==> src/rtl/alu_pkg.sv <==
// Shared definitions for the arithmetic units behind the floating-point pipeline.
package alu_pkg;

  typedef enum logic {
    IDLE = 1'b0,
    CALC = 1'b1
  } state_t;

  localparam int DEF_WIDTH   = 32;
  localparam int DEF_OUT_LSB = 16;
  localparam int MANT_WIDTH  = 24;

endpackage

==> src/rtl/multi_unit.sv <==
// Sequential radix-2 shift-add unsigned multiplier with a selectable product window
// and a sticky bit covering everything below the window.
module multi_unit
  import alu_pkg::*;
#(
  parameter int WIDTH   = DEF_WIDTH,
  parameter int OUT_LSB = DEF_OUT_LSB
) (
  input  logic             sys_clk,
  input  logic             sys_rst,
  input  logic [WIDTH-1:0] data1_in,
  input  logic [WIDTH-1:0] data2_in,
  input  logic             trig,
  output logic [WIDTH-1:0] data_out,
  output logic             sticky_out,
  output logic             vld,
  output logic             busy
);

  localparam int PW    = 2 * WIDTH;
  localparam int CNT_W = $clog2(WIDTH + 1);
  localparam logic [CNT_W-1:0] LAST = CNT_W'(WIDTH - 1);

  state_t           state_q, state_d;
  logic [PW-1:0]    mcand_q, mcand_d;
  logic [WIDTH-1:0] mplier_q, mplier_d;
  logic [PW-1:0]    acc_q, acc_d;
  logic [CNT_W-1:0] count_q, count_d;
  logic [WIDTH-1:0] data_out_q, data_out_d;
  logic             sticky_q, sticky_d;
  logic             vld_q, vld_d;

  logic [PW-1:0]    acc_sum;
  logic             sticky_sum;

  // The final iteration's sum feeds the output window directly, saving a cycle.
  assign acc_sum = mplier_q[0] ? (acc_q + mcand_q) : acc_q;

  generate
    if (OUT_LSB == 0) begin : g_no_sticky
      assign sticky_sum = 1'b0;
    end else begin : g_sticky
      assign sticky_sum = |acc_sum[OUT_LSB-1:0];
    end
  endgenerate

  always_comb begin
    state_d    = state_q;
    mcand_d    = mcand_q;
    mplier_d   = mplier_q;
    acc_d      = acc_q;
    count_d    = count_q;
    data_out_d = data_out_q;
    sticky_d   = sticky_q;
    vld_d      = 1'b0;

    case (state_q)
      IDLE: begin
        if (trig) begin
          mcand_d  = {{WIDTH{1'b0}}, data1_in};
          mplier_d = data2_in;
          acc_d    = '0;
          count_d  = '0;
          state_d  = CALC;
        end
      end
      CALC: begin
        acc_d    = acc_sum;
        mcand_d  = mcand_q << 1;
        mplier_d = mplier_q >> 1;
        count_d  = count_q + CNT_W'(1);
        if (count_q == LAST) begin
          data_out_d = acc_sum[OUT_LSB+WIDTH-1:OUT_LSB];
          sticky_d   = sticky_sum;
          vld_d      = 1'b1;
          state_d    = IDLE;
        end
      end
      default: state_d = IDLE;
    endcase
  end

  always_ff @(posedge sys_clk) begin
    if (sys_rst) begin
      state_q    <= IDLE;
      mcand_q    <= '0;
      mplier_q   <= '0;
      acc_q      <= '0;
      count_q    <= '0;
      data_out_q <= '0;
      sticky_q   <= 1'b0;
      vld_q      <= 1'b0;
    end else begin
      state_q    <= state_d;
      mcand_q    <= mcand_d;
      mplier_q   <= mplier_d;
      acc_q      <= acc_d;
      count_q    <= count_d;
      data_out_q <= data_out_d;
      sticky_q   <= sticky_d;
      vld_q      <= vld_d;
    end
  end

  assign data_out   = data_out_q;
  assign sticky_out = sticky_q;
  assign vld        = vld_q;
  assign busy       = (state_q == CALC);

endmodule

==> config.mk <==
export PLATFORM = sky130hd
export DESIGN_NAME = multi_unit
export DESIGN_NICKNAME = d
export VERILOG_FILES = /design/src/rtl/alu_pkg.sv /design/src/rtl/multi_unit.sv
export SDC_FILE = /design/constraint.sdc
export NUM_CORES = 1
export LEC_CHECK = 0
export BUFFER_PORTS_ARGS = -buffer_cell sky130_fd_sc_hd__buf_2
export CAP_MARGIN = 20
export CORE_UTILIZATION = 55
export CTS_BUF_LIST = sky130_fd_sc_hd__clkbuf_8
export DETAILED_ROUTE_END_ITERATION = 8
export GPL_ROUTABILITY_DRIVEN = 0
export PLACE_DENSITY_LB_ADDON = 0.3
export SLEW_MARGIN = 40
export SYNTH_ARGS = -nofsm -noshare
export SYNTH_HDL_FRONTEND = slang
export SYNTH_SLANG_ARGS = --single-unit
==> constraint.sdc <==
create_clock -name sys_clk -period 2.4 [get_ports sys_clk]
set_input_delay 0.36 -clock sys_clk [delete_from_list [all_inputs] [get_ports sys_clk]]
set_output_delay 0.36 -clock sys_clk [all_outputs]
set_load 0.02 [all_outputs]
==> flow_summary.yaml, run 1 <==
detailed_routing:
  dr.first_iter.drc_count: 1359
  met2_wirelength_mm: 16.33
  topRoutingLayerUsed: "met4"
  detailroute.wirelength.met3_mm: 3.939
  wl_met1_mm: 13.43
  post-route-drc-count: 0
  via_per_inst: 6.491
  dr.pass1.iters: 8
  wl_per_instance_um: 20.57
  wirelength_mm: 36.00
  postRouteAntennaNets: 0
  count_of_vias_placed_by_the_detailed_router: 11360
sta:
  period_share_pct: 121.5
  worst-slew-pin-transition_ns: 0.7097
  rsz0062_at_grt: "true"
  setup_viol_count_final: 65
  finalHoldViolations: 0
  timing.max_slew.rel_slack_pct: 52.69
  clock_skews_ns: 0.01990
  drv_slew: 0
  worst_hold_slack_ns: 0.1569
  fmaxAchievable_ghz: 0.3430
  final.setup.worst_slack_ns: -0.5159
  final_period_minus_worst_setup_slack_ns: 2.916
yosys:
  synthSimpleGateAreaFrac_pct: 20.36
  main_combinational_cell_family_by_area_after_synthesis: "compound AO/OA/AOI/OAI gates"
  synthesis.area_per_instance_um2: 7.796
  yosys.area_share.adder_pct: 6.219
  synth_enable_flop_cells: 0
  synth.ff_latch_count: 169
  synth-main-ff-cell: "sky130_fd_sc_hd__dfxtp_1"
  yosysWarningCount: 0
  synthesized_instance_count: 1280
  post_synth_instance_area_um2: 9978
  share_of_flip_flops_with_an_asynchronous_set_or_reset_pct: 0
  yosys.area.top_type_share_pct: 33.91
  synth_xor_xnor_area_share_pct: 3.423
  post-synth-top-area-cell: "sky130_fd_sc_hd__dfxtp_1"
  post_synth_num_cell_types: 64
  yosysSeqAreaShare_pct: 33.91
  synth-compound-area-share_pct: 23.12
  synth.area.mux_share_pct: 8.489
  netlist_top_cells_area: "sky130_fd_sc_hd__dfxtp_1, sky130_fd_sc_hd__a21oi_1, sky130_fd_sc_hd__nor2_1, sky130_fd_sc_hd__mux2i_1, sky130_fd_sc_hd__ha_1"
  synth_fp_nets: 1396
finish:
  final_instance_count_without_filler_cells: 1750
  num_antenna_cells: 0
  layout-area-overhead-vs-synth_pct: 36.95
  final_layout_size_suffix_gt1_share_pct: 34.82
  nets: 1628
clock_tree:
  cts_root_buf: "sky130_fd_sc_hd__clkbuf_8"
  cts_made_buffers: 17
  tritoncts: "done"
  cts_sinks: 169
  cts_buffer_depth: 2
  htreeDepth: 4
  clkLatencyLatePin_ns: 0.51
  clock_transition_at_the_registers_of_the_reported_paths_ns: 0.10
worst_setup_path:
  timing.critical_path.to_type: "flip-flop"
  startpoint_type: "flip-flop"
  setup.worst_path.class: "flip-flop to flip-flop"
  timing.critical_path.required_ns: 2.78
  cp.arrival_ns: 3.29
  critical_path.max_fanout: 4
power:
  cell_internal_pwr_uw: 4202
  pwr-share-comb_pct: 15.0
  p_leak_uw: 0.006219
  power_per_cell_area_nw_per_um2: 437.9
  ir_drop_mv: 0.4118
  totalPowerFinal_uw: 5984
  clkPwrFrac_pct: 35.9
  switching_share_pct: 29.78
  power.switching_uw: 1782
  seq_power_share_pct: 49.1
floorplan:
  core_area_um2: 17480
  die_x_extent_um: 136.7
  die_h_um: 136.7
  effective_utilization_at_floorplan_pct: 57.09
  design.portCount: 102
  die-area_um2: 18690
  core.rowCount: 48
place:
  dpl_worst_slack_ns: -0.3718
  i_o_buffers: 101
  dp_cells: 1678
  place_hpwl_mm: 19.58
flow_run:
  max-cap-violations: 0
grt:
  aggregate_global_routing_overflow: 0
  grt_antenna_before_repair: 0
  grt_start_max_net_pins: 171
  total_global_route_track_usage_pct: 34.47
  vias_in_the_first_global_route: 10403
  grt_first_pass_wirelength_mm: 50.69
outcome:
  violated_checks: "negative setup slack"
  run_status: "finished, violations left"
worst_hold_path:
  kind_of_path_behind_the_tightest_hold_check: "primary input to flip-flop"
[cell type report]
type | instances | area (um2)
Multi-Input combinational cell | 994 | 7243
Fill cell | 1062 | 3811
Sequential cell | 169 | 3423
Timing Repair Buffer | 308 | 2236
Tap cell | 225 | 281.5
Clock buffer | 17 | 234.0
Clock inverter | 15 | 165.2
Inverter | 22 | 82.58
[worst max-delay path: stages (launching register included)]
cell	delay, ns
sky130_fd_sc_hd__dfxtp_4	0.37
sky130_fd_sc_hd__ha_4	0.29
sky130_fd_sc_hd__buf_4	0.12
sky130_fd_sc_hd__nand4_1	0.12
sky130_fd_sc_hd__o221ai_2	0.49
sky130_fd_sc_hd__nand3_1	0.14
sky130_fd_sc_hd__o211ai_1	0.16
sky130_fd_sc_hd__a221o_1	0.26
sky130_fd_sc_hd__buf_6	0.13
sky130_fd_sc_hd__buf_6	0.10
sky130_fd_sc_hd__nor2_4	0.05
sky130_fd_sc_hd__buf_4	0.13
sky130_fd_sc_hd__buf_6	0.11
sky130_fd_sc_hd__o21ai_2	0.11
sky130_fd_sc_hd__xnor2_1	0.13
sky130_fd_sc_hd__o21ai_1	0.08
[synth_stat cells (24+ instances only)]
cell type and count:
sky130_fd_sc_hd__nor2_1 211, sky130_fd_sc_hd__a21oi_1 180, sky130_fd_sc_hd__dfxtp_1 169, sky130_fd_sc_hd__clkbuf_1 76
sky130_fd_sc_hd__nand2_1 72, sky130_fd_sc_hd__mux2i_1 70, sky130_fd_sc_hd__o21ai_0 60, sky130_fd_sc_hd__ha_1 48
sky130_fd_sc_hd__and3_1 39, sky130_fd_sc_hd__nor3_1 30, sky130_fd_sc_hd__xnor2_1 29, sky130_fd_sc_hd__a21o_1 24
sky130_fd_sc_hd__nand3_1 24
[layout by cell type, fill, tap and decap left out, types with 9 or more instances in the layout]
cell type                  Yosys  routed
sky130_fd_sc_hd__o21ai_1       8      16
sky130_fd_sc_hd__a21oi_1     180     150
sky130_fd_sc_hd__nor3_1       30      28
sky130_fd_sc_hd__nand3_1      24      19
sky130_fd_sc_hd__xnor2_1      29      12
sky130_fd_sc_hd__buf_6         0      19
sky130_fd_sc_hd__o211ai_1      9       9
sky130_fd_sc_hd__ha_4          0      17
sky130_fd_sc_hd__nand4_1      19      19
sky130_fd_sc_hd__clkbuf_8      0      17
sky130_fd_sc_hd__buf_2         6      99
sky130_fd_sc_hd__o21ai_0      60      42
sky130_fd_sc_hd__a21o_1       24      24
sky130_fd_sc_hd__a21oi_2       2      24
sky130_fd_sc_hd__xnor2_2       0      12
sky130_fd_sc_hd__a22o_1       12      12
sky130_fd_sc_hd__buf_4         0     182
sky130_fd_sc_hd__nand2_1      72      66
sky130_fd_sc_hd__mux2i_1      70      70
sky130_fd_sc_hd__dfxtp_1     169     141
sky130_fd_sc_hd__a31oi_1      19      12
sky130_fd_sc_hd__nor2_1      211     202
sky130_fd_sc_hd__inv_1        20      20
sky130_fd_sc_hd__and3_1       39      39
sky130_fd_sc_hd__ha_1         48      28
sky130_fd_sc_hd__dfxtp_2       0      26
[metrics by stage]
| stage | TNS, ns | utilization [%] | area, um2 |
|---|---|---|---|
| 6_report | -15.47 | 78.19 | 13670 |
| 5_1_grt | -20.67 | 78.19 | 13670 |
| 2_1_floorplan | -0.1254 | - | 10150 |
| 4_1_cts | -5.692 | 74.13 | 12950 |
| 3_5_place_dp | -10.01 | 68.04 | 11890 |
| 3_3_place_gp | -6.786 | 68.04 | 11890 |
[registers in the layout, indices dropped and copies added (netlist names)]
name        flops
acc_q          48
busy            1
count_q         6
data_out       32
mcand_q        48
mplier_q       32
sticky_out      1
vld             1
[cells by family after synthesis]
kind of cell / Yosys count
DFF: 169
and+or+nand+nor: 441
adders and majority gates: 49
muxes: 83
xor gates and xnor gates: 39
AOI/OAI and AO/OA: 382
buffers and inverters: 117
[worst paths after layout]
check | from | to | slack, ns | depth (start not counted)
worst max-delay path | acc_q[23]$_SDFFE_PP0P_ | acc_q[36]$_SDFFE_PP0P_ | -0.52 | 15
worst min-delay path | data2_in[31] | mplier_q[31]$_SDFFE_PP0P_ | 0.16 | 3
worst max register to register | acc_q[23]$_SDFFE_PP0P_ | acc_q[36]$_SDFFE_PP0P_ | -0.52 | 15
worst min register to register | acc_q[46]$_SDFFE_PP0P_ | acc_q[46]$_SDFFE_PP0P_ | 0.48 | 2
[per-layer routing]
layer  vias to the layer above  global-route usage [%]
met1                      5239                   43.13
met2                       814                   56.15
met3                       270                   7.037
met5                         -                       0
li1                       5037                       -
met4                         0                   17.28
[power groups by stage]
stage / Sequential (uW) / Clock (uW) / Combinational, uW
2_1_floorplan: 2980 / 0 / 484
3_3_place_gp: 2990 / 0 / 745
3_5_place_dp: 3000 / 0 / 764
4_1_cts: 2940 / 2130 / 801
5_1_grt: 2950 / 2280 / 956
6_report: 2940 / 2150 / 895
[timing repair]
action,4_1_cts,5_1_grt
endpoints found under the setup margin,62,71
pin swaps,76,78
resized for setup,112,115
endpoints found under the hold margin,0,0
setup buffers,27,20
hold buffers,0,0
Power figures use the tool's default switching activity.
==> run 2, diff against run 1 <==
- ABC_AREA: unset -> 1
==> run 2 against run 1 <==
  * The flow now finishes without violations
  * Design area fell by 6.5%
  * Register-to-register slack improved by 0.59 ns
  * Worst hold slack got worse by 0.049 ns
  * Worst setup slack improved by 0.59 ns
  * Flip-flop and latch count did not move
  * Global-route usage fell by 5.4 points
  * Synthesized cell count rose by 52%
  * First-iteration DRC count fell by 27%
  * Die area rose by 16%
  * Largest power group unchanged
==> flow_summary.yaml, run 2 <==
yosys:
  synth_fp_nets: 2059
  netlist_top_cells_area: "sky130_fd_sc_hd__dfxtp_1, sky130_fd_sc_hd__nand2_1, sky130_fd_sc_hd__inv_1, sky130_fd_sc_hd__nand3_1, sky130_fd_sc_hd__ha_1"
  yosysWarningCount: 0
  yosys.area.top_type_share_pct: 29.26
  synthesized_instance_count: 1943
  synth.ff_latch_count: 169
  post_synth_instance_area_um2: 11560
  yosysSeqAreaShare_pct: 29.26
  synthTopCellsByCount: "sky130_fd_sc_hd__nand2_1, sky130_fd_sc_hd__inv_1, sky130_fd_sc_hd__dfxtp_1, sky130_fd_sc_hd__nand3_1, sky130_fd_sc_hd__a21oi_1"
  synth-main-ff-cell: "sky130_fd_sc_hd__dfxtp_1"
  synthMostInstantiatedCell: "sky130_fd_sc_hd__nand2_1"
  synth_enable_flop_cells: 0
  post-synth-top-area-cell: "sky130_fd_sc_hd__dfxtp_1"
  share_of_flip_flops_with_an_asynchronous_set_or_reset_pct: 0
  post_synth_num_cell_types: 38
  synthesis.area_per_instance_um2: 5.951
finish:
  layout_common_cells: "sky130_fd_sc_hd__nand2_1, sky130_fd_sc_hd__inv_1, sky130_fd_sc_hd__dfxtp_1"
  layout-area-overhead-vs-synth_pct: 10.48
  top_regs: "acc_q x48, mcand_q x48"
  num_antenna_cells: 0
  finalInstanceArea_um2: 12780
  final_layout_size_suffix_gt1_share_pct: 14.98
  nets: 2132
  final_core_utilization_pct: 62.54
  fillCellCount: 1998
  layout_commonest_cell: "sky130_fd_sc_hd__nand2_1"
place:
  place_hpwl_mm: 23.01
  i_o_buffers: 101
  postPlaceCellArea_um2: 12330
power:
  clkPwrFrac_pct: 34.1
  switching_share_pct: 30.63
  cell_internal_pwr_uw: 3948
  seq_power_share_pct: 52.1
  p_leak_uw: 0.006816
  ir_drop_mv: 0.3384
  pwr-share-comb_pct: 13.8
  power_per_cell_area_nw_per_um2: 445.4
  power.switching_uw: 1743
worst_setup_path:
  reg2reg_depth: 13
  timing.critical_path.to_type: "flip-flop"
  endpoint: "acc_q[39]$_SDFFE_PP0P_"
  rr_startpoint: "mcand_q[26]$_SDFFE_PP0P_"
  setup.worst_path.class: "flip-flop to flip-flop"
  critical_r2r_capture: "acc_q[39]$_SDFFE_PP0P_"
  startpoint_type: "flip-flop"
  crit_path_start: "mcand_q[26]$_SDFFE_PP0P_"
  critical_path.max_fanout: 5
  timing.critical_path.required_ns: 2.74
  cp.arrival_ns: 2.67
  rrSetupSlack_ns: 0.07
clock_tree:
  cts_buffer_depth: 2
  htreeDepth: 4
  clkLatencyLatePin_ns: 0.49
  cts_root_buf: "sky130_fd_sc_hd__clkbuf_8"
  clock_transition_at_the_registers_of_the_reported_paths_ns: 0.11
  cts_made_buffers: 17
  cts_sinks: 169
  tritoncts: "done"
grt:
  grt_start_max_net_pins: 103
  vias_in_the_first_global_route: 10839
  gr-usage-met3_pct: 5.342
  total_global_route_track_usage_pct: 29.06
  globalRouteMet2Util_pct: 46.56
  grt.met1_usage_pct: 39.89
  grt_first_pass_wirelength_mm: 51.09
  grt_antenna_before_repair: 0
  grt_busiest_layer: "met2"
  aggregate_global_routing_overflow: 0
floorplan:
  die_h_um: 147
  effective_utilization_at_floorplan_pct: 56.60
  die-area_um2: 21610
  die_x_extent_um: 147
  core.rowCount: 52
  core_area_um2: 20430
  design.portCount: 102
detailed_routing:
  post-route-drc-count: 0
  via_per_inst: 5.207
  wirelength_mm: 30.63
  count_of_vias_placed_by_the_detailed_router: 11970
  dr.first_iter.drc_count: 995
  wl_per_instance_um: 13.32
  dr.pass1.iters: 5
  postRouteAntennaNets: 0
sta:
  fmaxAchievable_ghz: 0.4292
  period_share_pct: 97.07
  timing.max_slew.rel_slack_pct: 45.64
  finalHoldViolations: 0
  drv_slew: 0
  clock_skews_ns: 0.02136
  worst-slew-pin-transition_ns: 0.8155
  fin_tns_setup_ns: 0
  setup_viol_count_final: 0
  rsz0062_at_grt: "false"
  worst_hold_slack_ns: 0.1078
  final_period_minus_worst_setup_slack_ns: 2.330
outcome:
  run_status: "finished clean"
flow_run:
  max-cap-violations: 0
worst_hold_path:
  kind_of_path_behind_the_tightest_hold_check: "primary input to flip-flop"
## run 2: cell types whose count changed after synthesis, sizes merged, moves of 34 or more
cell   before  now
nor2      211  109
and3       39    0
mux2i      70    0
a21oi     182   98
inv        22  315
or2         1   35
nand3      24  184
o21ai      68   20
nand2      72  814
## run 2: metrics by stage
| stage | setup WS (ns) | cells | total power [uW] |
|---|---|---|---|
| after floorplan | 0.4069 | 1943 | 3572 |
| after global placement | 0.06428 | 2265 | 3782 |
| after detailed placement | 0.0007849 | 2265 | 3801 |
| after CTS | 0.002259 | 2297 | 5712 |
| after global routing | 0.003521 | 2299 | 5950 |
| final | 0.07028 | 2299 | 5691 |
## run 2: power by group through the flow
stage,clock (uW),combinational [uW],sequential (uW)
after detailed placement,0,775,3030
after global routing,2090,886,2980
after CTS,1970,781,2960
after global placement,0,761,3020
after floorplan,0,570,3000
final,1940,788,2960
## run 2: repair_timing
action | 4_1_cts | 5_1_grt
buffers inserted | 0 | 2
hold buffers | 0 | 0
endpoints found under the hold margin | 0 | 0
endpoints found under the setup margin | 4 | 22
resized for setup | 2 | 17
pin swaps | 0 | 2
## run 2: final cells by class
| type | count | area [um2] | area share, % |
|---|---|---|---|
| inverter | 316 | 1186 | 9.284 |
| timing repair buffer | 120 | 698.2 | 5.465 |
| clock buffer | 18 | 247.7 | 1.939 |
| sequential | 169 | 3391 | 26.54 |
| clock inverter | 14 | 120.1 | 0.9402 |
| tap | 270 | 337.8 | 2.644 |
| multi-input combinational | 1392 | 6795 | 53.19 |
## run 2: cells by family (layout without fill, tap and decap cells)
group	after synthesis	count (layout)	synth area share, %
adders and majority gates	49	49	5.367
AOI/OAI and AO/OA	164	164	8.169
DFF	169	169	29.26
buffers and inverters	382	468	12.62
and+or+nand+nor	1170	1170	43.91
xor gates and xnor gates	9	9	0.6817
## run 2: how the worst min path moves through the flow
stage,startpoint,end,cells after the start
after global placement,data_out[25]$_SDFFE_PP0P_,data_out[25]$_SDFFE_PP0P_,2
after detailed placement,data_out[26]$_SDFFE_PP0P_,data_out[26]$_SDFFE_PP0P_,2
after floorplan,count_q[4]$_SDFFE_PP0P_,count_q[4]$_SDFFE_PP0P_,1
final,data2_in[31],mplier_q[31]$_SDFFE_PP0P_,3
after global routing,data2_in[31],mplier_q[31]$_SDFFE_PP0P_,3
after CTS,data2_in[31],mplier_q[31]$_SDFFE_PP0P_,3
## run 2: metal layers
metal	routed length (um)	vias up	share of wire, %
li1	-	6136	-
met4	595	0	1.9
met5	0	-	0
met2	13670	437	45
met3	2428	55	7.9
met1	13930	5342	45
## run 2: critical path, stage by stage, from the launching register on
cell                      delay [ns]
sky130_fd_sc_hd__dfxtp_1        0.35
sky130_fd_sc_hd__ha_1           0.42
sky130_fd_sc_hd__nand2_2        0.14
sky130_fd_sc_hd__inv_1          0.05
sky130_fd_sc_hd__nand2_1        0.08
sky130_fd_sc_hd__nand2_1        0.08
sky130_fd_sc_hd__a21oi_1        0.22
sky130_fd_sc_hd__inv_1          0.07
sky130_fd_sc_hd__a21oi_1        0.33
sky130_fd_sc_hd__nand2_1        0.11
sky130_fd_sc_hd__nand2_1        0.07
sky130_fd_sc_hd__nand3_1        0.10
sky130_fd_sc_hd__nand3_1        0.10
sky130_fd_sc_hd__a21oi_1        0.06
==> run 3, diff against run 2 <==
- CTS_BUF_LIST: sky130_fd_sc_hd__clkbuf_8 -> sky130_fd_sc_hd__clkbuf_16
- GPL_ROUTABILITY_DRIVEN: 0 -> unset
- REMOVE_ABC_BUFFERS: unset -> 1
==> run 3 against run 2 <==
  * Non-clock buffer count increased by 11
  * Largest cell class unchanged
  * Clock power rose by 44%
  * Clock-buffer cell count fell by 1
  * Worst setup slack gained 0.081 ns
  * Largest power group unchanged
  * Via count is 0.43% lower
  * Maximum frequency grew 3.6%
==> flow_summary.yaml, run 3 (same netlist as run 2, synthesis figures left out) <==
power:
  ir_drop_mv: 0.4574
  p_leak_uw: 0.006983
  power_per_cell_area_nw_per_um2: 501.6
sta:
  setup_viol_count_final: 0
  finalHoldViolations: 0
  clock_skews_ns: 0.01484
  final_period_minus_worst_setup_slack_ns: 2.248
  timing.max_slew.rel_slack_pct: 67.18
  worst_hold_slack_ns: 0.1545
  period_share_pct: 93.68
  worst-slew-pin-transition_ns: 0.4923
  drv_slew: 0
  fmaxAchievable_ghz: 0.4448
worst_setup_path:
  path_common_cell: "sky130_fd_sc_hd__nand2_1"
  critical-path-slowest-cell: "sky130_fd_sc_hd__ha_1"
  timing.critical_path.cells: "ha_1, nand2_1, inv_1, nand2_1, nand2_1, nand2_1, nand2_1, inv_1, nand3_1, buf_4, nand2_1, inv_1, o21ai_1, nand3_1, a21oi_1"
  critical_path.max_fanout: 5
  timing.critical_path.to_type: "flip-flop"
  setup.worst_path.class: "flip-flop to flip-flop"
  timing.critical_path.required_ns: 2.77
  startpoint_type: "flip-flop"
  critPathMaxStageDelay_ns: 0.38
  critical_path_buf_inv_count: 4
  timing.critical_path.max_delay_family: "simple AND/OR/NAND/NOR gates"
  cp.arrival_ns: 2.62
place:
  place_hpwl_mm: 24.87
  place.gp.congestion: 0.9668
  i_o_buffers: 101
detailed_routing:
  dr.first_iter.drc_count: 660
  via_per_inst: 5.159
  wirelength_mm: 33.39
  count_of_vias_placed_by_the_detailed_router: 11918
  dr.pass1.iters: 5
  post-route-drc-count: 0
  postRouteAntennaNets: 0
  wl_per_instance_um: 14.45
outcome:
  run_status: "finished clean"
finish:
  layout-area-overhead-vs-synth_pct: 13.40
  layout_common_cells: "sky130_fd_sc_hd__nand2_1, sky130_fd_sc_hd__inv_1, sky130_fd_sc_hd__dfxtp_1"
  final_core_utilization_pct: 64.18
  final_layout_size_suffix_gt1_share_pct: 15.44
  nets: 2143
  num_antenna_cells: 0
  top_regs: "acc_q x48, mcand_q x48"
  layout_commonest_cell: "sky130_fd_sc_hd__nand2_1"
grt:
  total_global_route_track_usage_pct: 31.38
  grt_start_max_net_pins: 94
  grt_first_pass_wirelength_mm: 54.14
  aggregate_global_routing_overflow: 0
  grt_antenna_before_repair: 0
  vias_in_the_first_global_route: 10926
clock_tree:
  tritoncts: "done"
  clkLatencyLatePin_ns: 0.45
  cts_root_buf: "sky130_fd_sc_hd__clkbuf_16"
  cts_sinks: 169
  htreeDepth: 4
  cts_setup_buffers: 0
  cts_made_buffers: 17
  cts_buffer_depth: 2
  clock_transition_at_the_registers_of_the_reported_paths_ns: 0.08
floorplan:
  core_area_um2: 20430
  core.rowCount: 52
  effective_utilization_at_floorplan_pct: 56.60
  die_x_extent_um: 147
  die_h_um: 147
  die-area_um2: 21610
  design.portCount: 102
flow_run:
  max-cap-violations: 0
worst_hold_path:
  kind_of_path_behind_the_tightest_hold_check: "primary input to flip-flop"
-- run 3: final timing paths --
path | cells past startpoint | slack [ns] | end | from
setup / recovery | 15 | 0.15 | acc_q[19]$_SDFFE_PP0P_ | mcand_q[14]$_SDFFE_PP0P_
hold / removal | 3 | 0.15 | mcand_q[0]$_SDFFE_PP0P_ | data1_in[0]
setup reg to reg | 15 | 0.15 | acc_q[19]$_SDFFE_PP0P_ | mcand_q[14]$_SDFFE_PP0P_
hold reg to reg | 2 | 0.45 | data_out[17]$_SDFFE_PP0P_ | data_out[17]$_SDFFE_PP0P_
-- run 3: what timing repair did --
action,CTS,global route
resized for setup,0,21
setup endpoints to repair,0,22
hold buffers,0,0
-- run 3: metal layers --
layer  vias to the layer above  wire length (um)  part of all wire, %  track usage [%]
met3                        44              1735                  5.2            4.472
met5                         -                 0                    0                0
met4                         0               691                  2.1            10.00
li1                       6151                 -                    -                -
met1                      5403             15900                   48            43.03
met2                       320             15060                   45            50.73
-- run 3: final cells by class --
cell class / count / area, um2
clock inverters: 15 / 157.7
flip-flops and latches: 169 / 3391
repair buffers: 131 / 818.3
multi-input cells: 1392 / 6797
well taps: 270 / 337.8
inverters: 316 / 1186
clock buffers: 17 / 425.4
fillers: 2040 / 7317
-- run 3: where the power goes --
group	switching [uW]	internal (uW)	leakage, uW	total (uW)
logic	517	301	0.00533	818
clock network	1330	1470	0.000277	2800
registers	70.8	2890	0.00137	2960
total	1910	4660	0.00698	6580
-- run 3: stage by stage --
| stage | TNS [ns] | cell area (um2) | std cells | setup WS, ns | power (uW) |
|---|---|---|---|---|---|
| 2_1_floorplan | -625.10 | 11290 | 1877 | -4.432 | 3538 |
| 3_3_place_gp | 0 | 12470 | 2278 | 0.1366 | 3808 |
| 3_5_place_dp | 0 | 12470 | 2278 | 0.08730 | 3828 |
| 4_1_cts | 0 | 13050 | 2310 | 0.05749 | 6606 |
| 5_1_grt | -0.02767 | 13110 | 2310 | -0.01066 | 6840 |
| 6_report | 0 | 13110 | 2310 | 0.1517 | 6577 |
-- run 3: worst min-delay path, cell delays in order --
cell and delay (ns):
sky130_fd_sc_hd__buf_2 0.10, sky130_fd_sc_hd__nand2_1 0.05, sky130_fd_sc_hd__a21oi_1 0.05
